<file path="src/rtl/i2c_led.sv">
// I2C write-only slave holding GRB colour bytes for a WS2812-style LED chain, re-sent after
// each write transaction. Define I2C_LED_READBACK_EN to allow reading the buffer back over I2C.
module i2c_led #(
  parameter logic [6:0]  ADDRESS = 7'h4A,
  parameter int unsigned LED_CNT = 3,
  parameter int unsigned T0H     = 4,
  parameter int unsigned T1H     = 8,
  parameter int unsigned TBIT    = 12,
  parameter int unsigned TRES    = 600
) (
  input  logic clk,
  input  logic reset,
  input  logic scl_i,
  output logic scl_o,
  input  logic sda_i,
  output logic sda_o,
  output logic led_o
);

  localparam int unsigned NB    = 3 * LED_CNT;
  localparam int unsigned NBITS = 8 * NB;
  localparam int unsigned IW    = $clog2(NB + 1);
  localparam int unsigned BW    = $clog2(NBITS);
  localparam int unsigned CW    = $clog2((TRES > TBIT) ? TRES : TBIT);

  localparam logic [IW-1:0] NB_C      = IW'(NB);
  localparam logic [BW-1:0] LAST_BIT  = BW'(NBITS - 1);
  localparam logic [CW-1:0] T0H_C     = CW'(T0H);
  localparam logic [CW-1:0] T1H_C     = CW'(T1H);
  localparam logic [CW-1:0] TBIT_LAST = CW'(TBIT - 1);
  localparam logic [CW-1:0] TRES_LAST = CW'(TRES - 1);

  typedef enum logic [2:0] {
    StIdle, StAddr, StAddrAck, StWrite, StDataAck, StIgnore, StRead, StReadAck
  } i2c_state_e;
  typedef enum logic [1:0] {LedIdle, LedBit, LedRes} led_state_e;

  // [1:0] synchronizer, [2] previous synchronized value for edge detection
  logic [2:0] scl_sr, sda_sr;
  logic       scl_s, sda_s, scl_rise, scl_fall, start, stop;

  i2c_state_e    st_q, st_d;
  logic [3:0]    cnt_q, cnt_d;
  logic [7:0]    sh_q, sh_d;
  logic [IW-1:0] idx_q, idx_d;
  logic          sda_q, sda_d, wrote_q, wrote_d, wr_en, trig, addr_hit;
  logic [7:0]    buf_q [NB];
  logic [NBITS-1:0] buf_flat;
`ifdef I2C_LED_READBACK_EN
  logic       rd_q, rd_d;
  logic [7:0] rd_byte;
`endif

  led_state_e       led_st_q, led_st_d;
  logic [NBITS-1:0] shf_q, shf_d;
  logic [BW-1:0]    bit_q, bit_d;
  logic [CW-1:0]    cyc_q, cyc_d;
  logic             pend_q, pend_d, led_q, led_d;

  assign scl_s    = scl_sr[1];
  assign sda_s    = sda_sr[1];
  assign scl_rise = scl_s & ~scl_sr[2];
  assign scl_fall = ~scl_s & scl_sr[2];
  assign start    = scl_s & scl_sr[2] & sda_sr[2] & ~sda_s;
  assign stop     = scl_s & scl_sr[2] & ~sda_sr[2] & sda_s;
  assign addr_hit = (sh_q[7:1] == ADDRESS);

  assign scl_o = 1'b0;
  assign sda_o = sda_q;
  assign led_o = led_q;

  always_comb begin
    buf_flat = '0;
    for (int i = 0; i < NB; i++) buf_flat[8*(NB-1-i) +: 8] = buf_q[i];
  end

`ifdef I2C_LED_READBACK_EN
  always_comb begin
    rd_byte = 8'hFF;
    for (int i = 0; i < NB; i++) if (idx_q == IW'(i)) rd_byte = buf_q[i];
  end
`endif

  always_comb begin
    st_d    = st_q;
    cnt_d   = cnt_q;
    sh_d    = sh_q;
    idx_d   = idx_q;
    sda_d   = sda_q;
    wrote_d = wrote_q;
    wr_en   = 1'b0;
    trig    = 1'b0;
`ifdef I2C_LED_READBACK_EN
    rd_d    = rd_q;
`endif
    if (start || stop) begin
      trig    = wrote_q;
      wrote_d = 1'b0;
      sda_d   = 1'b0;
      cnt_d   = '0;
      st_d    = start ? StAddr : StIdle;
`ifdef I2C_LED_READBACK_EN
      rd_d    = 1'b0;
`endif
    end else begin
      case (st_q)
        StAddr, StWrite: begin
          if (scl_rise && cnt_q != 4'd8) begin
            sh_d  = {sh_q[6:0], sda_s};
            cnt_d = cnt_q + 4'd1;
          end else if (scl_fall && cnt_q == 4'd8) begin
            if (st_q == StAddr) begin
              if (addr_hit && !sh_q[0]) begin
                sda_d = 1'b1;
                idx_d = '0;
                st_d  = StAddrAck;
`ifdef I2C_LED_READBACK_EN
              end else if (addr_hit) begin
                sda_d = 1'b1;
                idx_d = '0;
                rd_d  = 1'b1;
                st_d  = StAddrAck;
`endif
              end else begin
                st_d = StIgnore;
              end
            end else if (idx_q < NB_C) begin
              wr_en   = 1'b1;
              idx_d   = idx_q + 1'b1;
              wrote_d = 1'b1;
              sda_d   = 1'b1;
              st_d    = StDataAck;
            end else begin
              st_d = StIgnore;
            end
          end
        end
        StAddrAck: if (scl_fall) begin
          cnt_d = '0;
          sda_d = 1'b0;
          st_d  = StWrite;
`ifdef I2C_LED_READBACK_EN
          if (rd_q) begin
            sh_d  = rd_byte;
            sda_d = ~rd_byte[7];
            st_d  = StRead;
          end
`endif
        end
        StDataAck: if (scl_fall) begin
          sda_d = 1'b0;
          cnt_d = '0;
          st_d  = StWrite;
        end
`ifdef I2C_LED_READBACK_EN
        StRead: if (scl_fall) begin
          if (cnt_q == 4'd7) begin
            sda_d = 1'b0;
            cnt_d = '0;
            st_d  = StReadAck;
            if (idx_q != NB_C) idx_d = idx_q + 1'b1;
          end else begin
            sda_d = ~sh_q[6];
            sh_d  = {sh_q[6:0], 1'b0};
            cnt_d = cnt_q + 4'd1;
          end
        end
        // cnt_q == 8 marks that the master acknowledged and wants another byte
        StReadAck: begin
          if (scl_rise) begin
            if (sda_s) st_d = StIgnore;
            else       cnt_d = 4'd8;
          end else if (scl_fall && cnt_q == 4'd8) begin
            sh_d  = rd_byte;
            sda_d = ~rd_byte[7];
            cnt_d = '0;
            st_d  = StRead;
          end
        end
`endif
        default: ;
      endcase
    end
  end

  always_comb begin
    led_st_d = led_st_q;
    shf_d    = shf_q;
    bit_d    = bit_q;
    cyc_d    = cyc_q;
    pend_d   = pend_q;
    led_d    = 1'b0;
    case (led_st_q)
      LedIdle: if (trig) begin
        shf_d    = buf_flat;
        bit_d    = '0;
        cyc_d    = '0;
        led_st_d = LedBit;
      end
      LedBit: begin
        led_d = (cyc_q < (shf_q[NBITS-1] ? T1H_C : T0H_C));
        if (trig) pend_d = 1'b1;
        if (cyc_q == TBIT_LAST) begin
          cyc_d = '0;
          shf_d = {shf_q[NBITS-2:0], 1'b0};
          if (bit_q == LAST_BIT) led_st_d = LedRes;
          else                   bit_d = bit_q + 1'b1;
        end else begin
          cyc_d = cyc_q + 1'b1;
        end
      end
      LedRes: begin
        if (cyc_q == TRES_LAST) begin
          cyc_d = '0;
          if (pend_q || trig) begin
            pend_d   = 1'b0;
            shf_d    = buf_flat;
            bit_d    = '0;
            led_st_d = LedBit;
          end else begin
            led_st_d = LedIdle;
          end
        end else begin
          cyc_d = cyc_q + 1'b1;
          if (trig) pend_d = 1'b1;
        end
      end
      default: led_st_d = LedIdle;
    endcase
  end

  always_ff @(posedge clk or negedge reset) begin
    if (!reset) begin
      scl_sr   <= 3'b111;
      sda_sr   <= 3'b111;
      st_q     <= StIdle;
      cnt_q    <= '0;
      sh_q     <= '0;
      idx_q    <= '0;
      sda_q    <= 1'b0;
      wrote_q  <= 1'b0;
`ifdef I2C_LED_READBACK_EN
      rd_q     <= 1'b0;
`endif
      led_st_q <= LedIdle;
      shf_q    <= '0;
      bit_q    <= '0;
      cyc_q    <= '0;
      pend_q   <= 1'b0;
      led_q    <= 1'b0;
    end else begin
      scl_sr   <= {scl_sr[1:0], scl_i};
      sda_sr   <= {sda_sr[1:0], sda_i};
      st_q     <= st_d;
      cnt_q    <= cnt_d;
      sh_q     <= sh_d;
      idx_q    <= idx_d;
      sda_q    <= sda_d;
      wrote_q  <= wrote_d;
`ifdef I2C_LED_READBACK_EN
      rd_q     <= rd_d;
`endif
      led_st_q <= led_st_d;
      shf_q    <= shf_d;
      bit_q    <= bit_d;
      cyc_q    <= cyc_d;
      pend_q   <= pend_d;
      led_q    <= led_d;
    end
  end

  always_ff @(posedge clk or negedge reset) begin
    if (!reset) begin
      for (int i = 0; i < NB; i++) buf_q[i] <= '0;
    end else begin
      for (int i = 0; i < NB; i++) if (wr_en && idx_q == IW'(i)) buf_q[i] <= sh_q;
    end
  end

endmodule

</file>
<file path="config.mk">
export PLATFORM = sky130hd
export DESIGN_NAME = i2c_led
export DESIGN_NICKNAME = d
export VERILOG_FILES = /design/src/rtl/i2c_led.sv
export SDC_FILE = /design/constraint.sdc
export NUM_CORES = 1
export LEC_CHECK = 0
export ABC_AREA = 1
export CAP_MARGIN = 20
export CORE_MARGIN = 2
export CORE_UTILIZATION = 45
export DETAILED_ROUTE_END_ITERATION = 6
export PLACE_DENSITY = 0.63
export SYNTH_ARGS = -nofsm -noshare
export SYNTH_HDL_FRONTEND = slang
export SYNTH_SLANG_ARGS = --single-unit
</file>
<file path="constraint.sdc">
create_clock -name clk -period 1.7 [get_ports clk]
set_input_delay 0.425 -clock clk [delete_from_list [all_inputs] [get_ports clk]]
set_output_delay 0.425 -clock clk [all_outputs]
set_load 0.005 [all_outputs]
</file>
# --- Yosys cells after proc, flatten, opt, wreduce, memory -nomap -nowiden ---
# Index checks and enable logic that the tools add are counted.
# W data, S select, Z words.
classes:
  addsub: 4
  order_cmp: 2
  eq_ne: 36
  muxes: 63
  n_bitwise: 13
  n_reduce_logical: 37
ops:
  columns: ["operator", "n"]
  rows:
  - ["$mux W72", 4]
  - ["$pmux W72 S3", 1]
  - ["$mux W7", 5]
  - ["$mux W10", 3]
  - ["$pmux W10 S3", 1]
  - ["$mux W4", 7]
  - ["$mux W1", 26]
  - ["$pmux W7 S3", 1]
  - ["$mux W3", 6]
  - ["$reduce_and A6 Y1", 3]
  - ["$eq A4 B3 Y1 const B", 4]
  - ["$ne A2 B2 Y1 const B", 8]
  - ["$eq A7 B7 Y1 const B", 2]
  - ["$logic_and A1 B1 Y1", 12]
  - ["$ne A3 B3 Y1 const B", 4]
  - ["$ne A4 B4 Y1 const B", 3]
  - ["$add A10 B1 Y10 const B", 1]
  - ["$eq A10 B10 Y1 const B", 1]
  - ["$eq A10 B4 Y1 const B", 1]
  - ["$lt A10 B4 Y1", 1]
  - ["$reduce_and A5 Y1", 2]
  - ["$reduce_bool A2 Y1", 5]
  - ["$add A4 B1 Y4 const B", 2]
  - ["$eq A4 B2 Y1 const B", 2]
  - ["27 further kinds", 50]
totals:
  ff_bits: 192
  in_bits: 4
  output_inout_bits: 3
  elab_cells: 178

# --- Logic depth before layout (Yosys ltp) ---
logic_depth:
  word_depth: 9
  ltp_mapped: 11
  ltp_nobuf: 11

# --- Worst setup path after synthesis ---
# No wires, ideal clock.
synth_path:
  path_kind: "register -> register"
  from: "register cnt_q[0]"
  to: "register buf_q (netlist bit buf_flat[46])"
  t_arrival_ps: 1569
  setup_slack_ps: -2
  stages_incl_launch_ff: 12
  n_path_buf: 2
  synth_period_minus_slack_ps: 1702
  path_cell_list: "dfrtp_1 > inv_1 > ha_1 > nand2_1 > nor2_1 > nand2_1 > nor2_2 > buf_4 > nand3_1 > buf_2 > nand2_1 > o21ai_0"
synth_between:
  elab_chain_len: 7
  word_cells_on_any_way: 9
synth_lines:
  columns: ["item", "line", "rtl"]
  rows:
  - ["start, declared", "43", "logic [3:0] cnt_q, cnt_d;"]
  - ["start signal, assigned", "255", "cnt_q <= cnt_d;"]
  - ["$eq A4 B4 Y1", "111", "end else if (scl_fall && cnt_q == 4'd8) begin"]
  - ["$logic_and A1 B1 Y1", "111", null]
  - ["$mux W1", "111", null]
  - ["$mux W1 (*)", "108", "if (scl_rise && cnt_q != 4'd8) begin"]
  - ["$mux W1 (*)", "106", "case (st_q)"]
  - ["$mux W1 (*)", "96", "if (start || stop) begin"]
  - ["$logic_and A1 B1 Y1 (*)", "276", "for (int i = 0; i < NB; i++) if (wr_en && idx_q == IW'(i)) buf_q[i] <= sh_q;"]
  - ["end, declared", "47", "logic [7:0] buf_q [NB];"]
# Every way passes the cells marked *; elsewhere a longest branch is shown, timed or not.
# A chain may end at the register's enable or synchronous reset.

# --- Final worst setup path ---
layout_path:
  from: "register cnt_q[0]"
  to: "register buf_q (netlist bit buf_flat[2])"
# The elaborated chain is that of the path after synthesis.

==> results.txt <==
----------------------------------------------------
[Floorplanning]
  Top Ports ... 7
  Site Rows ... 51
  Starting utilization of the core area ... 46.01%
  Core Region ... 0.01953 mm^2
  Die boundary width ... 145.3 um
  Height of the die ... 145.3 um
  Die Footprint ... 0.02111 mm^2

[STA]
  Final min period ... 1794 ps
  Worst setup slack after layout ... -94.32 ps
  Maximum clock frequency ... 0.5573 GHz
  Endpoints failing setup ... 47
  Final worst clock skew ... 10.33 ps
  WHS ... 358.4 ps
  Final Max Slew Viols ... 0
  Post-route clock period utilization ... 105.5%
  Worst-case headroom to the max-slew limit ... 56.86%
  Slew at the pin with the worst max-slew slack ... 646.3 ps
  Hold violation count in the final report ... 0
  RSZ-0062 raised after global routing ... yes

[Yosys]
  Leading cell types by total area after synthesis ... sky130_fd_sc_hd__dfrtp_1 (52%), sky130_fd_sc_hd__nand2_1 (25%), sky130_fd_sc_hd__o21ai_0 (5.7%), sky130_fd_sc_hd__nand3_1 (2.5%), sky130_fd_sc_hd__inv_1 (2.0%)
  Xor and xnor fraction of the mapped netlist area ... 0.4875%
  Arithmetic-cell share of the synthesized area counting full adders, half adders and majority gates ... 1.950%
  Warnings from Yosys ... 0
  Net Count, Synth ... 1163
  Dominant cell type by area after synthesis ... sky130_fd_sc_hd__dfrtp_1
  Proportion of netlist area held by the largest area contributor ... 51.81%
  Multiplexer share of the synthesized area ... 0.1114%
  Post-synthesis instance total ... 1145
  Library cells used by synthesis ... 33
  Basic-gate share of the synthesized area counting and, or, nand and nor cells ... 31.56%
  Mapped Area ... 0.008984 mm^2
  Post-synthesis register bit count ... 192
  Share of the yosys chip area belonging to registers ... 53.57%
  Combinational family with the most area after synthesis ... simple AND/OR/NAND/NOR gates
  Average size of a mapped cell ... 7.846 um^2
  Compound-gate portion of the synthesized area ... 6.546%

[Global routing]
  Global-route wire length before repair ... 35390 um
  Gr usage total ... 20.63%
  Via count of the first global-routing pass ... 7074
  Maximum number of pins on one net before global-route repair ... 51
  Overflow left after global routing ... 0
  Number of antenna violations at the first check in global routing ... 0

[Finish]
  Sequential cell area ... 0.004812 mm^2
  Diode insertion count for antenna repair ... 0
  Commonest non-fill, non-tap cells in the layout ... sky130_fd_sc_hd__nand2_1 (554), sky130_fd_sc_hd__dfrtp_1 (186), sky130_fd_sc_hd__buf_4 (63), sky130_fd_sc_hd__o21ai_1 (61), sky130_fd_sc_hd__nand2_2 (48)
  Number of fillers in the final layout ... 1801
  Number of nets in the finished design ... 1238
  Most common cell after layout, fill and taps aside ... sky130_fd_sc_hd__nand2_1
  Finished layout cell area ... 0.01112 mm^2
  Layout cell share with drive strength beyond 1 ... 20.21%
  Number of cells in the finished layout apart from fillers ... 1497
  Growth of design area from synthesis to finish ... 23.83%
  Multi-input gate area ... 0.004094 mm^2
  Final Core Density ... 56.97%

[Clocking]
  Reg clk slew, reported paths ... 70 ps
  Number of sinks driven by the clock tree ... 192
  Root buffer cell ... sky130_fd_sc_hd__clkbuf_16
  Deepest clock path buffer count ... 2
  Number of buffers created by CTS ... 17
  H-tree depth ... 4
  Skew-Pair Late Insertion Delay ... 440 ps
  Clock tree from TritonCTS ... built

[Power and ir drop]
  Static power due to leakage ... 5.695 nW
  Worst VDD drop ... 0.7470 mV
  Areal power density over the cells ... 1239 mW/mm^2

[Critical path]
  Kind of end point of the critical path ... flip-flop
  Setup Crit Path Kind ... flip-flop to flip-flop
  Kind of start point of the critical path ... flip-flop
  Setup crit start ... cnt_q[0]
  Worst reg2reg setup slack ... -90 ps
  R2r startpoint ... cnt_q[0]
  Worst path required time ... 1990 ps
  Worst-path maximum fanout ... 8
  Signal arrival time at the worst endpoint ... 2090 ps

[Detailed routing]
  Routed vias ... 7492
  Drt drc ... 0
  First-pass DRT Iterations ... 5
  Initial drt markers ... 522
  Via-per-instance ratio ... 5.005
  Sum of routed wire length over all layers ... 21810 um
  Number of nets with antenna violations after detailed routing ... 0
  Routed length per placed instance ... 14.57 um

[Placed design]
  Placed insts ... 1439
  Number of I/O port buffers ... 5
  GP Congestion ... 0.7935
  Final HPWL from detailed placement ... 12510 um
  Cell area reported after detailed placement ... 0.009781 mm^2

[Outcome]
  Violated checks ... negative setup slack
  Run status ... finished, violations left

[Min path]
  Hold Crit Start ... scl_sr[0]
  Path class of the lowest-slack min-delay path ... flip-flop to flip-flop

[Run]
  Number of violations of the max-capacitance limit ... 0

----------------------------------------------------
Yosys cell counts:
| master | number |
|---|---|
| sky130_fd_sc_hd__ha_1 | 14 |
| sky130_fd_sc_hd__inv_1 | 48 |
| sky130_fd_sc_hd__conb_1 | 1 |
| sky130_fd_sc_hd__o21ai_0 | 102 |
| sky130_fd_sc_hd__buf_4 | 2 |
| sky130_fd_sc_hd__nand2_4 | 1 |
| sky130_fd_sc_hd__buf_1 | 4 |
| sky130_fd_sc_hd__or2_2 | 2 |
| sky130_fd_sc_hd__a2111oi_0 | 1 |
| sky130_fd_sc_hd__dfstp_2 | 6 |
| sky130_fd_sc_hd__inv_2 | 4 |
| sky130_fd_sc_hd__nand3_1 | 45 |
| sky130_fd_sc_hd__buf_2 | 10 |
| sky130_fd_sc_hd__a31oi_1 | 2 |
| sky130_fd_sc_hd__nand3_2 | 2 |
| sky130_fd_sc_hd__dfrtp_1 | 186 |
| sky130_fd_sc_hd__mux2i_1 | 1 |
| sky130_fd_sc_hd__o2111ai_1 | 1 |
| sky130_fd_sc_hd__buf_6 | 14 |
| sky130_fd_sc_hd__xor2_1 | 5 |
| sky130_fd_sc_hd__clkinv_1 | 1 |
| sky130_fd_sc_hd__clkbuf_1 | 21 |
| sky130_fd_sc_hd__nor3b_1 | 2 |
| sky130_fd_sc_hd__nor2_4 | 2 |
| sky130_fd_sc_hd__nor2_1 | 34 |
| sky130_fd_sc_hd__nor2_8 | 1 |
| sky130_fd_sc_hd__nor3_1 | 5 |
| sky130_fd_sc_hd__nand2_2 | 2 |
| sky130_fd_sc_hd__nand2_1 | 606 |
| sky130_fd_sc_hd__o31ai_1 | 1 |
| sky130_fd_sc_hd__a21oi_1 | 8 |
| sky130_fd_sc_hd__nor2_2 | 3 |
| sky130_fd_sc_hd__nand4_1 | 8 |
worst paths after layout:
kind | cells past startpoint | endpoint
max | 11 | buf_flat[2]
min | 0 | scl_sr[1]
max reg2reg | 11 | buf_flat[2]
min reg2reg | 0 | scl_sr[1]
max in group asynchronous | 3 | bit_q[5]
min in group asynchronous | 2 | cnt_q[3]
area by class of cell:
class / instances / share of cell area (%)
Clock inverter: 13 / 1.170
Tap cell: 265 / 2.981
Clock buffer: 18 / 3.948
Sequential cell: 192 / 43.26
Multi-Input combinational cell: 849 / 36.80
Timing Repair Buffer: 107 / 10.06
Inverter: 53 / 1.788
stage by stage:
| step | power [mW] | worst slack, ps | setup TNS (ps) |
|---|---|---|---|
| 2_1_floorplan | 7.642 | -1.746 | -15.69 |
| 5_1_grt | 14.50 | -161.0 | -14870 |
| 4_1_cts | 13.62 | -76.89 | -2870 |
| 3_3_place_gp | 9.379 | -47.77 | -2976 |
| 6_report | 13.79 | -94.32 | -1413 |
| 3_5_place_dp | 9.405 | -65.73 | -4518 |
power breakdown:
| part | leakage, nW | internal, mW | switching [mW] |
|---|---|---|---|
| registers | 2.65 | 4.76 | 0.158 |
| logic | 2.77 | 1.77 | 3.24 |
| clock network | 0.274 | 1.97 | 1.89 |
metal layers:
layer | track usage [%] | vias up | share of wire [%]
met5 | 0 | - | 0
met4 | 5.539 | 0 | 1.4
met3 | 2.673 | 26 | 2.8
met2 | 33.67 | 122 | 48
met1 | 29.19 | 3610 | 48
li1 | - | 3734 | -
repair_timing:
| item | 4_1_cts | 5_1_grt |
|---|---|---|
| hold endpoints to repair | 32 | 0 |
| hold buffers | 1 | 0 |
| gates cloned | 5 | 6 |
| resized for setup | 44 | 192 |
| pin swaps | 6 | 10 |
| endpoints found under the setup margin | 156 | 164 |
| setup buffers | 10 | 6 |
registers in the layout, indices dropped and copies added, names as in the netlist:
signal    count
idx_q         4
buf_flat     72
led_o         1
pend_q        1
bit_q         7
wrote_q       1
st_q          3
shf_q        72
sda_o         1
cnt_q         4
sda_sr        3
led_st_q      2
sh_q          8
cyc_q        10
scl_sr        3
critical path: stages (launching register included):
cell and delay [ps]:
sky130_fd_sc_hd__dfrtp_1 400, sky130_fd_sc_hd__inv_2 90, sky130_fd_sc_hd__ha_4 140, sky130_fd_sc_hd__nand2_4 50, sky130_fd_sc_hd__nor2_4 100, sky130_fd_sc_hd__nand2_4 70
sky130_fd_sc_hd__nor2_4 150, sky130_fd_sc_hd__buf_6 140, sky130_fd_sc_hd__nand4_1 180, sky130_fd_sc_hd__buf_6 220, sky130_fd_sc_hd__nand2_2 50, sky130_fd_sc_hd__o21ai_1 50
logic make-up (layout without fill, tap and decap cells):
family,count (synthesis),count (layout)
DFF,192,192
and+or+nand+nor,713,713
xor gates and xnor gates,5,5
buffers and inverters,104,191
AOI/OAI and AO/OA,115,115
adders and majority gates,14,14
muxes,1,1
other,1,1
(Power assumes the default switching activity.)
